### src/rtl/jcs_decoder_if.sv
`default_nettype none
// ----------------------------------------------------------------------------
// jcs_decoder_if : sample/status bundle for the Johnson-code decoder
// Rev 1.0
// ----------------------------------------------------------------------------
interface jcs_decoder_if #(
  parameter int N     = 4,
  parameter int ERR_W = 8
);
  localparam int IDXW = $clog2(2*N);

  logic             en;
  logic [N-1:0]     jc;
  logic             err_clr;
  logic             valid_code;
  logic [IDXW-1:0]  idx;
  logic             locked;
  logic             seq_err;
  logic             wrap;
  logic [ERR_W-1:0] err_cnt;

  modport master (
    output en, jc, err_clr,
    input  valid_code, idx, locked, seq_err, wrap, err_cnt
  );

  modport slave (
    input  en, jc, err_clr,
    output valid_code, idx, locked, seq_err, wrap, err_cnt
  );
endinterface
`default_nettype wire

### src/rtl/jcs_decoder.sv
`default_nettype none
// ----------------------------------------------------------------------------
// jcs_decoder : Johnson-code position decoder with lock tracking and error count
// Rev 1.0
// ----------------------------------------------------------------------------
module jcs_decoder #(
  parameter int N        = 4,
  parameter int ERR_W    = 8,
  parameter int LOCK_CNT = 3
) (
  input  logic         clk,
  input  logic         clr,
  jcs_decoder_if.slave jcs
);
  localparam int IDXW = $clog2(2*N);
  localparam logic [IDXW-1:0]  c_last_idx = IDXW'(2*N-1);
  localparam logic [3:0]       c_lock_cnt = 4'(LOCK_CNT);
  localparam logic [ERR_W-1:0] c_err_max  = '1;

  typedef enum logic [1:0] {
    ST_UNSYNC = 2'd0,
    ST_TRACK  = 2'd1,
    ST_LOCKED = 2'd2
  } state_t;

  state_t           r_state;
  logic [IDXW-1:0]  r_prev;
  logic [3:0]       r_run;
  logic [IDXW-1:0]  r_idx;
  logic             r_valid;
  logic             r_seq_err;
  logic             r_wrap;
  logic [ERR_W-1:0] r_err_cnt;

  state_t           w_state_nxt;
  logic [IDXW-1:0]  w_prev_nxt;
  logic [3:0]       w_run_nxt;
  logic             w_seq_err_nxt;
  logic             w_wrap_nxt;
  logic             w_legal;
  logic [IDXW-1:0]  w_idx;
  logic [IDXW-1:0]  w_succ;
  logic             w_is_succ;
  logic             w_is_stall;

  // Position k: low k bits set for k<=N, otherwise bits k-N..N-1 set.
  function automatic logic [N-1:0] f_pattern(input int k);
    logic [N-1:0] p;
    p = '0;
    for (int b = 0; b < N; b++) begin
      p[b] = (k <= N) ? (b < k) : (b >= k - N);
    end
    return p;
  endfunction

  always_comb begin
    w_legal = 1'b0;
    w_idx   = '0;
    for (int k = 0; k < 2*N; k++) begin
      if (jcs.jc == f_pattern(k)) begin
        w_legal = 1'b1;
        w_idx   = IDXW'(k);
      end
    end
  end

  assign w_succ     = (r_prev == c_last_idx) ? '0 : r_prev + 1'b1;
  assign w_is_succ  = (w_idx == w_succ);
  assign w_is_stall = (w_idx == r_prev);

  always_comb begin
    w_state_nxt   = r_state;
    w_prev_nxt    = r_prev;
    w_run_nxt     = r_run;
    w_seq_err_nxt = 1'b0;
    w_wrap_nxt    = 1'b0;
    if (jcs.en) begin
      case (r_state)
        ST_UNSYNC: begin
          if (w_legal) begin
            w_state_nxt = ST_TRACK;
            w_prev_nxt  = w_idx;
            w_run_nxt   = 4'd0;
          end
        end
        ST_TRACK: begin
          if (!w_legal) begin
            w_state_nxt = ST_UNSYNC;
            w_run_nxt   = 4'd0;
          end else if (w_is_succ) begin
            w_prev_nxt = w_idx;
            w_run_nxt  = r_run + 4'd1;
            if (r_run + 4'd1 == c_lock_cnt) begin
              w_state_nxt = ST_LOCKED;
            end
          end else if (!w_is_stall) begin
            w_prev_nxt = w_idx;
            w_run_nxt  = 4'd0;
          end
        end
        ST_LOCKED: begin
          if (!w_legal) begin
            w_seq_err_nxt = 1'b1;
            w_state_nxt   = ST_UNSYNC;
            w_run_nxt     = 4'd0;
          end else if (w_is_succ) begin
            w_prev_nxt = w_idx;
            w_wrap_nxt = (r_prev == c_last_idx);
          end else if (!w_is_stall) begin
            w_seq_err_nxt = 1'b1;
            w_state_nxt   = ST_TRACK;
            w_run_nxt     = 4'd0;
            w_prev_nxt    = w_idx;
          end
        end
        default: begin
          w_state_nxt = ST_UNSYNC;
          w_run_nxt   = 4'd0;
        end
      endcase
    end
  end

  always_ff @(posedge clk) begin
    if (clr) begin
      r_state   <= ST_UNSYNC;
      r_prev    <= '0;
      r_run     <= 4'd0;
      r_idx     <= '0;
      r_valid   <= 1'b0;
      r_seq_err <= 1'b0;
      r_wrap    <= 1'b0;
      r_err_cnt <= '0;
    end else begin
      r_state   <= w_state_nxt;
      r_prev    <= w_prev_nxt;
      r_run     <= w_run_nxt;
      r_seq_err <= w_seq_err_nxt;
      r_wrap    <= w_wrap_nxt;
      if (jcs.en) begin
        r_valid <= w_legal;
        if (w_legal) begin
          r_idx <= w_idx;
        end
      end
      // Clear beats a coincident error increment.
      if (jcs.err_clr) begin
        r_err_cnt <= '0;
      end else if (w_seq_err_nxt && (r_err_cnt != c_err_max)) begin
        r_err_cnt <= r_err_cnt + 1'b1;
      end
    end
  end

  assign jcs.valid_code = r_valid;
  assign jcs.idx        = r_idx;
  assign jcs.locked     = (r_state == ST_LOCKED);
  assign jcs.seq_err    = r_seq_err;
  assign jcs.wrap       = r_wrap;
  assign jcs.err_cnt    = r_err_cnt;

endmodule
`default_nettype wire
### src/flat_wrapper.sv
// flat-port wrapper written by rule: the top's interface ports become plain ports
module jcs_decoder_flat 
#(
  parameter int N        = 4,
  parameter int ERR_W    = 8,
  parameter int LOCK_CNT = 3
)
  (clk, clr, jcs_en, jcs_jc, jcs_err_clr, jcs_valid_code, jcs_idx, jcs_locked, jcs_seq_err, jcs_wrap, jcs_err_cnt);
  jcs_decoder_if #(.N(N), .ERR_W(ERR_W)) jcs_i ();
  input  logic clk;
  input  logic clr;
  input wire logic [$bits(jcs_i.en)-1:0] jcs_en;
  input wire logic [$bits(jcs_i.jc)-1:0] jcs_jc;
  input wire logic [$bits(jcs_i.err_clr)-1:0] jcs_err_clr;
  output wire logic [$bits(jcs_i.valid_code)-1:0] jcs_valid_code;
  output wire logic [$bits(jcs_i.idx)-1:0] jcs_idx;
  output wire logic [$bits(jcs_i.locked)-1:0] jcs_locked;
  output wire logic [$bits(jcs_i.seq_err)-1:0] jcs_seq_err;
  output wire logic [$bits(jcs_i.wrap)-1:0] jcs_wrap;
  output wire logic [$bits(jcs_i.err_cnt)-1:0] jcs_err_cnt;
  assign jcs_i.en = jcs_en;
  assign jcs_i.jc = jcs_jc;
  assign jcs_i.err_clr = jcs_err_clr;
  assign jcs_valid_code = jcs_i.valid_code;
  assign jcs_idx = jcs_i.idx;
  assign jcs_locked = jcs_i.locked;
  assign jcs_seq_err = jcs_i.seq_err;
  assign jcs_wrap = jcs_i.wrap;
  assign jcs_err_cnt = jcs_i.err_cnt;
  jcs_decoder #(.N(N), .ERR_W(ERR_W), .LOCK_CNT(LOCK_CNT)) u_core (.clk(clk), .clr(clr), .jcs(jcs_i));
endmodule
### config.mk
export PLATFORM = sky130hd
export DESIGN_NAME = jcs_decoder_flat
export DESIGN_NICKNAME = d
export VERILOG_FILES = /design/src/rtl/jcs_decoder_if.sv /design/src/rtl/jcs_decoder.sv /design/src/flat_wrapper.sv
export SDC_FILE = /design/constraint.sdc
export NUM_CORES = 1
export LEC_CHECK = 0
export ABC_AREA = 0
export BUFFER_PORTS_ARGS = -buffer_cell sky130_fd_sc_hd__buf_2
export CORE_ASPECT_RATIO = 1.5
export CORE_MARGIN = 4
export CORE_UTILIZATION = 54
export CTS_CLUSTER_DIAMETER = 100
export DETAILED_ROUTE_END_ITERATION = 16
export PLACE_DENSITY = 0.78
export SETUP_SLACK_MARGIN = 0.2
export SLEW_MARGIN = 20
export SYNTH_ARGS = -nofsm -noshare
export SYNTH_HDL_FRONTEND = slang
export SYNTH_SLANG_ARGS = --single-unit
### constraint.sdc
create_clock -name clk -period 3.3 [get_ports clk]
set_input_delay 0.33 -clock clk [delete_from_list [all_inputs] [get_ports clk]]
set_output_delay 0.33 -clock clk [all_outputs]
set_load 0.02 [all_outputs]
==> flow_summary.json, run 1 <==
{
  "status": "completed",
  "utilization": 0.606,
  "placementRows": 24,
  "syn-cell-area_um2": 1670,
  "synth-compound-area-share": 0.207,
  "routed.top_layer": "met4",
  "cts.sinks": 23,
  "dpl.hpwl_um": 2780,
  "wl_met3_um": 116,
  "yosys.area.top_type": "dfxtp_1",
  "startpoint_type": "flop",
  "ys.flop_type": "dfxtp_1",
  "synth-seq-cells": 23,
  "h-tree-depth": 1,
  "dpl.cell_count": 246,
  "seq_area_frac_synth": 0.276,
  "final_nets": 229,
  "cts_buffer_depth": 2,
  "worstPathRequired_ps": 3500,
  "slew_violations": 0,
  "wl_per_cell_um": 14.7,
  "fill_cells": 301,
  "portBuffers": 22,
  "clkSlewWorstSetupHoldPaths_ps": 80,
  "num_vias": 1490,
  "rsz0062_at_grt": "false",
  "hold_violations": 0,
  "power_leakage_nw": 0.726,
  "synthTopCellsByArea": "dfxtp_1 28%, ha_1 6.8%, nor2_1 3.8%",
  "finalCriticalPeriod_ps": 2750,
  "synth_fp_nets": 210,
  "grt.total_usage": 0.190,
  "die_y_um": 76.0,
  "fp.dieW_um": 53.4,
  "cts_tree": "done",
  "drc": 0,
  "yosysWarningCount": 0,
  "final_cells": 250,
  "clock_latency_ps": 260,
  "cts.hold.buffers_added": 0,
  "hold_path_class": "input pin to flop",
  "cts_resized": 0,
  "met2RoutedLength_um": 1900,
  "dp_slack_ps": 588,
  "drv_cap": 0,
  "cts_buffers": 3,
  "power.density_nw_per_um2": 346,
  "first_global_vias": 1440,
  "yosysMostFrequentCell": "dfxtp_1",
  "fin_setup_tns_ps": 0,
  "synth_top_family_by_area": "simple AND/OR/NAND/NOR gates",
  "synth_cell_type_count": 61,
  "post-route-period-util": 0.834,
  "crit_type": "flop to flop",
  "synth_mux_area_frac": 0.0563,
  "cp-end-kind": "flop",
  "synthAdderAreaFrac": 0.0676,
  "ys_top_cells_by_count": "23 x dfxtp_1, 17 x nor2_1, 12 x nand2_1",
  "async_reset_ff_frac": 0,
  "start_util": 0.566,
  "top_level_ports": 23,
  "gp_congestion": 0.898,
  "grt_pass1_wl_um": 6010,
  "syn_area_per_cell_um2": 8.64,
  "gr-total-overflow": 0,
  "tightest_slew_ps": 439,
  "drt-initial-drc-count": 45,
  "clk_root_buffer_cell": "clkbuf_8",
  "slew_headroom": 0.707,
  "synthCells": 193,
  "drt-vias-per-instance": 5.96,
  "clock_skew_ps": 2.19,
  "cp.arrival_ps": 2950,
  "synth_top_area_frac": 0.276,
  "synth-simple-area-share": 0.298,
  "ant_nets": 0,
  "critPathMaxFanout": 15,
  "setup_violations": 0,
  "finalWorstSetupSlack_ps": 549,
  "drive_gt1_frac": 0.171,
  "cts_setup_buffers": 0,
  "drtPass1Iterations": 4,
  "wirelength_um": 3670,
  "core-area_um2": 2940,
  "antenna_found_initial": 0,
  "antenna_cells": 0,
  "ir_drop_v": 0.000229,
  "grt_max_degree": 18,
  "synth_enable_flop_cells": 0,
  "timing.fmax_ghz": 0.364,
  "area_delta_synth_final_pct": 6.98,
  "synthXorXnorAreaFrac": 0.0263,
  "die_area_um2": 4060,
  "wl_met1_um": 1570
}
-- critical path: stages (launching register included) --
cell	delay, ps
dfxtp_1	430
ha_1	310
and3_2	220
o21ai_1	200
a311oi_2	190
a21o_1	210
a211o_1	450
or4_1	530
a21oi_1	150
-- cell usage in the layout (no fill, tap or decap), types with 3 or more instances in the layout --
| cell | count |
|---|---|
| nor2_1 | 17 |
| and2_1 | 4 |
| nand4_1 | 3 |
| clkbuf_8 | 3 |
| buf_2 | 22 |
| a211o_1 | 3 |
| nand3_1 | 7 |
| nor3_1 | 3 |
| dfxtp_1 | 23 |
| mux2i_1 | 6 |
| nand2b_1 | 4 |
| or3_1 | 4 |
| inv_1 | 7 |
| nand2_1 | 12 |
| xor2_1 | 4 |
| o21ai_0 | 6 |
| and3_2 | 3 |
| ha_1 | 9 |
| nor2b_1 | 4 |
| o21ai_1 | 7 |
| a21oi_1 | 11 |
-- registers in the layout, indices dropped and copies added, names as in the netlist --
| signal | cells |
|---|---|
| u_core.r_state | 2 |
| u_core.jcs.seq_err | 1 |
| u_core.jcs.err_cnt | 8 |
| u_core.jcs.valid_code | 1 |
| u_core.jcs.wrap | 1 |
| u_core.r_prev | 3 |
| u_core.r_run | 4 |
| u_core.jcs.idx | 3 |
-- final timing paths --
path	cells past startpoint	from	to	slack [ps]
worst max register to register	8	u_core.r_prev[0]$_SDFFE_PP0P_	u_core.jcs.err_cnt[7]$_SDFFE_PP0P_	550
worst min-delay path	3	jcs_err_clr	u_core.jcs.err_cnt[5]$_SDFFE_PP0P_	350
worst max-delay path	8	u_core.r_prev[0]$_SDFFE_PP0P_	u_core.jcs.err_cnt[7]$_SDFFE_PP0P_	550
worst min register to register	2	u_core.jcs.idx[0]$_SDFFE_PP0P_	u_core.jcs.idx[0]$_SDFFE_PP0P_	460
-- stage by stage --
stage	instance area (µm²)	power, W	hold WS [ps]
2_1_floorplan	1670	0.000420	462
3_3_place_gp	1740	0.000444	446
3_5_place_dp	1740	0.000448	460
4_1_cts	1780	0.000621	352
5_1_grt	1780	0.000656	346
6_report	1780	0.000618	351
-- area by class of cell --
cell class / instances / area (µm²) / area share
sequential: 23 / 460 / 0.258
multi-input combinational: 155 / 1090 / 0.613
timing repair buffer: 22 / 110 / 0.0618
inverter: 7 / 26.3 / 0.0147
clock buffer: 4 / 45.0 / 0.0253
tap: 39 / 48.8 / 0.0274
-- layer usage --
metal / vias up / GRT usage
li1: 753 / -
met1: 704 / 0.218
met2: 24 / 0.318
met3: 9 / 0.0352
met4: 0 / 0.0997
met5: - / 0
-- report_power, final --
group          internal [W]  switching, W  total [W]
logic             0.0000582     0.0000922   0.000150
registers          0.000285    0.00000787   0.000293
clock network     0.0000862     0.0000879   0.000174
total              0.000430      0.000188   0.000618
-- cell families (layout without fill, tap and decap cells) --
kind of cell             after synthesis  count (layout)
AO/OA/AOI/OAI                         50              50
XOR/XNOR                               5               5
adder cells (fa/ha/maj)                9               9
buffers and inverters                 15              33
flip-flops                            23              23
multiplexers                           8               8
AND/OR/NAND/NOR                       83              83
Power figures use the tool's default switching activity.
==> run 2, diff against run 1 <==
- CORE_UTILIZATION: 54 -> 51
- PLACE_DENSITY: 0.78 -> 0.77
- clock period: 3.3 -> 2.2 ns (I/O delays scaled with it)
==> flow_summary.json, run 2 (synthesis results as in run 1) <==
{
  "rsz0062_at_grt": "true",
  "drt-vias-per-instance": 5.76,
  "power.density_nw_per_um2": 473,
  "critPathMaxFanout": 4,
  "layout_commonest_cell": "buf_4",
  "placementRows": 25,
  "clk_root_buffer_cell": "clkbuf_8",
  "first_global_vias": 1618,
  "cts.sinks": 23,
  "r2r_end": "u_core.jcs.err_cnt[7]$_SDFFE_PP0P_",
  "cts.hold.buffers_added": 0,
  "wl_per_cell_um": 14.2,
  "start_util": 0.528,
  "timing.fmax_ghz": 0.410,
  "die_area_um2": 4270,
  "crit_slowest_cell": "or4_1",
  "utilization": 0.680,
  "fp.dieW_um": 54.7,
  "hold_path_depth": 3,
  "slowest_delay_ps": 530,
  "ant_nets": 0,
  "drv_cap": 0,
  "wirelength_um": 4070,
  "crit_chain": "ha_4 -> and3b_1 -> o211ai_1 -> a311oi_2 -> a21o_1 -> a211o_1 -> or4_1 -> a21oi_1",
  "final_cell_mix": "29 x buf_4, 22 x buf_2, 21 x dfxtp_1, 17 x nor2_1, 12 x nand2_1",
  "cts_tree": "done",
  "area_delta_synth_final_pct": 29.0,
  "core-area_um2": 3160,
  "hold_start": "jcs_err_clr",
  "grt.total_usage": 0.219,
  "drt-initial-drc-count": 46,
  "min_to": "u_core.jcs.err_cnt[5]$_SDFFE_PP0P_",
  "h-tree-depth": 1,
  "startpoint_type": "flop",
  "finalCriticalPeriod_ps": 2440,
  "power_leakage_nw": 0.901,
  "hold_slack_ps": 254,
  "tightest_slew_ps": 431,
  "fin_setup_tns_ps": -1950,
  "r2r_cells": 8,
  "dpl.hpwl_um": 3100,
  "path_delay_family": "compound AO/OA/AOI/OAI gates",
  "largest_register_ffs": 8,
  "gr-total-overflow": 0,
  "antenna_cells": 0,
  "p_total_w": 0.00102,
  "slew_violations": 0,
  "crit_type": "flop to flop",
  "post-route-period-util": 1.11,
  "grt_max_degree": 18,
  "gp_congestion": 0.944,
  "ir_drop_v": 0.000237,
  "drive_gt1_frac": 0.354,
  "die_y_um": 78.0,
  "cts_buffers": 3,
  "r2r_slack_ps": -240,
  "setup_violations": 14,
  "clkSlewWorstSetupHoldPaths_ps": 80,
  "clock_latency_ps": 260,
  "top_level_ports": 23,
  "num_vias": 1648,
  "multiInputGateArea_um2": 1170,
  "fill_cells": 270,
  "worstPathRequired_ps": 2400,
  "antenna_found_initial": 0,
  "cp_num_buf_inv": 0,
  "cp-end-kind": "flop",
  "drc": 0,
  "drtPass1Iterations": 4,
  "portBuffers": 22,
  "cts_buffer_depth": 2,
  "dp_slack_ps": -173,
  "cp.arrival_ps": 2640,
  "finalWorstSetupSlack_ps": -237,
  "slew_headroom": 0.710,
  "seqCellArea_um2": 463,
  "hold_violations": 0,
  "hold_path_class": "input pin to flop",
  "status": "complete, but fails checks",
  "final_nets": 264,
  "clock_skew_ps": 2.53,
  "r2r_start": "u_core.r_prev[0]$_SDFFE_PP0P_",
  "violations": "setup timing",
  "grt_pass1_wl_um": 7220
}
-- run 2: report_power, final --
group          switching [W]  total (W)  leakage (nW)  internal (W)
Sequential         0.0000103   0.000439         0.187      0.000428
Combinational       0.000165   0.000317         0.689      0.000152
Clock               0.000136   0.000262        0.0255      0.000126
-- run 2: worst max-delay path by stage --
| stage | from | to | slack [ps] | depth (start not counted) |
|---|---|---|---|---|
| after floorplan | u_core.r_prev[0]$_SDFFE_PP0P_ | u_core.jcs.err_cnt[6]$_SDFFE_PP0P_ | -110 | 9 |
| after global placement | u_core.r_prev[1]$_SDFFE_PP0P_ | u_core.jcs.err_cnt[5]$_SDFFE_PP0P_ | -90 | 9 |
| after detailed placement | u_core.r_prev[0]$_SDFFE_PP0P_ | u_core.jcs.err_cnt[3]$_SDFFE_PP0P_ | -170 | 9 |
| after CTS | u_core.r_prev[0]$_SDFFE_PP0P_ | u_core.jcs.err_cnt[4]$_SDFFE_PP0P_ | -140 | 9 |
| after global routing | u_core.r_prev[0]$_SDFFE_PP0P_ | u_core.jcs.err_cnt[7]$_SDFFE_PP0P_ | -310 | 8 |
| final | u_core.r_prev[0]$_SDFFE_PP0P_ | u_core.jcs.err_cnt[7]$_SDFFE_PP0P_ | -240 | 8 |
-- run 2: layout make-up --
cell class,count,share of cell area
flip-flops and latches,23,0.215
multi-input cells,155,0.544
clock inverters,1,0.00233
repair buffers,57,0.184
inverters,7,0.0122
clock buffers,3,0.0192
well taps,40,0.0233
-- run 2: layer usage --
| metal | up-vias | share of wire | global-route usage |
|---|---|---|---|
| met5 | - | 0 | 0 |
| li1 | 819 | - | - |
| met4 | 0 | 0.029 | 0.0923 |
| met3 | 13 | 0.030 | 0.0323 |
| met2 | 32 | 0.55 | 0.390 |
| met1 | 784 | 0.39 | 0.243 |
-- run 2: worst reg2reg max path, cell delays in order, from the launching register on --
cell and delay, ps:
dfxtp_2 340, ha_4 270, and3b_1 170, o211ai_1 260, a311oi_2 160, a21o_1 190
a211o_1 320, or4_1 530, a21oi_1 150
-- run 2: what timing repair did --
action,in CTS,in global routing
setup buffers,4,3
resized for setup,12,5
pin swaps,8,11
endpoints found under the setup margin,17,18
-- run 2: per-stage QoR --
stage / std cells / cell area [µm²]
after floorplan: 193 / 1700
after global placement: 275 / 1980
after detailed placement: 275 / 1980
after CTS: 283 / 2110
after global routing: 286 / 2150
final: 286 / 2150
==> run 3, diff against run 2 <==
- CORE_MARGIN: 4 -> 5
==> flow_summary.json, run 3 (synthesis results as in run 1) <==
{
  "internal-power_w": 0.000697,
  "hold_slack_ps": 270,
  "p_seq_frac": 0.435,
  "finalWorstSetupSlack_ps": -161,
  "cts_tree": "done",
  "portBuffers": 22,
  "area_delta_synth_final_pct": 29.5,
  "final_area_um2": 2160,
  "utilization": 0.683,
  "gp_congestion": 0.799,
  "crit_type": "flop to flop",
  "critPathMaxFanout": 4,
  "drt-initial-drc-count": 70,
  "slew_headroom": 0.732,
  "antenna_found_initial": 0,
  "drive_gt1_frac": 0.368,
  "slew_violations": 0,
  "rsz0062_at_grt": "true",
  "drt-vias-per-instance": 5.90,
  "switchingPower_w": 0.000313,
  "first_global_vias": 1597,
  "clkSlewWorstSetupHoldPaths_ps": 80,
  "tightest_slew_ps": 397,
  "grt_max_degree": 18,
  "top_level_ports": 23,
  "clk_root_buffer_cell": "clkbuf_8",
  "start_util": 0.528,
  "setup_violations": 9,
  "switching_share": 0.309,
  "final_nets": 260,
  "grt.total_usage": 0.189,
  "cp-end-kind": "flop",
  "drtPass1Iterations": 4,
  "pwr-share-comb": 0.304,
  "num_vias": 1665,
  "timing.fmax_ghz": 0.423,
  "place_area_um2": 1960,
  "final_cell_mix": "26 x buf_4, 22 x buf_2, 21 x dfxtp_1, 16 x nor2_1, 12 x nand2_1",
  "power.density_nw_per_um2": 468,
  "wirelength_um": 4120,
  "wl_per_cell_um": 14.6,
  "die_y_um": 80.0,
  "clock_latency_ps": 260,
  "core-area_um2": 3160,
  "fp.dieW_um": 56.7,
  "cp.arrival_ps": 2560,
  "ir_drop_v": 0.000320,
  "dpl.hpwl_um": 2950,
  "violations": "setup timing",
  "startpoint_type": "flop",
  "clock_skew_ps": 1.46,
  "gr-total-overflow": 0,
  "post-route-period-util": 1.07,
  "h-tree-depth": 1,
  "grt_pass1_wl_um": 7020,
  "worstPathRequired_ps": 2400,
  "finalCriticalPeriod_ps": 2360,
  "antenna_cells": 0,
  "die_area_um2": 4530,
  "hold_violations": 0,
  "drv_cap": 0,
  "ant_nets": 0,
  "hold_path_class": "input pin to flop",
  "status": "complete, but fails checks",
  "p_clk_frac": 0.261,
  "largest_register_ffs": 8,
  "placementRows": 25,
  "cts.hold.buffers_added": 0,
  "power_leakage_nw": 0.889,
  "cts.sinks": 23,
  "layout_commonest_cell": "buf_4",
  "drc": 0,
  "cts_buffers": 3,
  "cts_buffer_depth": 2
}
==> run 3: per-stage QoR <==
stage	setup TNS (ps)	total power, W	std cells	worst slack [ps]
6_report	-849	0.00101	282	-161
5_1_grt	-2700	0.00107	282	-316
4_1_cts	-666	0.00101	280	-131
3_5_place_dp	-701	0.000723	272	-133
3_3_place_gp	-303	0.000718	272	-65.5
2_1_floorplan	-290	0.000636	193	-113
==> run 3: path summary, 6_finish.rpt <==
kind                                  startpoint                                 end  slack (ps)  cells after the start
setup / recovery   u_core.r_prev[1]$_SDFFE_PP0P_  u_core.jcs.err_cnt[7]$_SDFFE_PP0P_        -160                      8
setup reg to reg   u_core.r_prev[1]$_SDFFE_PP0P_  u_core.jcs.err_cnt[7]$_SDFFE_PP0P_        -160                      8
hold / removal                       jcs_err_clr  u_core.jcs.err_cnt[6]$_SDFFE_PP0P_         270                      3
hold reg to reg   u_core.jcs.idx[0]$_SDFFE_PP0P_      u_core.jcs.idx[0]$_SDFFE_PP0P_         460                      2
==> run 3: area by class of cell <==
| type | count | area, µm² |
|---|---|---|
| multi-input combinational | 155 | 1210 |
| fill | 272 | 1000 |
| sequential | 23 | 463 |
| timing repair buffer | 53 | 362 |
| tap | 40 | 50.0 |
| clock buffer | 3 | 41.3 |
| inverter | 7 | 26.3 |
| clock inverter | 1 | 5.00 |
==> run 3: critical path, stage by stage, from the launching register on <==
cell and delay [ps]:
dfxtp_2 340, ha_4 260, and3b_1 160, o211ai_1 240, a311oi_2 150, a21o_1 190
a211o_1 310, or4_1 500, a21oi_2 130
==> run 3: metal layers <==
layer / vias to the layer above / track usage / wire length, µm
li1: 815 / - / -
met2: 41 / 0.358 / 2260
met5: - / 0 / 0
met3: 12 / 0.0227 / 151
met1: 797 / 0.206 / 1610
met4: 0 / 0.0808 / 105
==> run 3: repair_timing <==
action,in CTS,in global routing
buffers inserted,4,2
pin swaps,9,7
endpoints found under the setup margin,17,18
gates resized for setup,14,12
==> run 3: power by group through the flow <==
stage | Combinational (W) | Clock, W | Sequential, W
after global routing | 0.000337 | 0.000296 | 0.000441
after global placement | 0.000270 | 0 | 0.000448
after floorplan | 0.000182 | 0 | 0.000454
after detailed placement | 0.000274 | 0 | 0.000449
final | 0.000307 | 0.000263 | 0.000439
after CTS | 0.000297 | 0.000272 | 0.000439
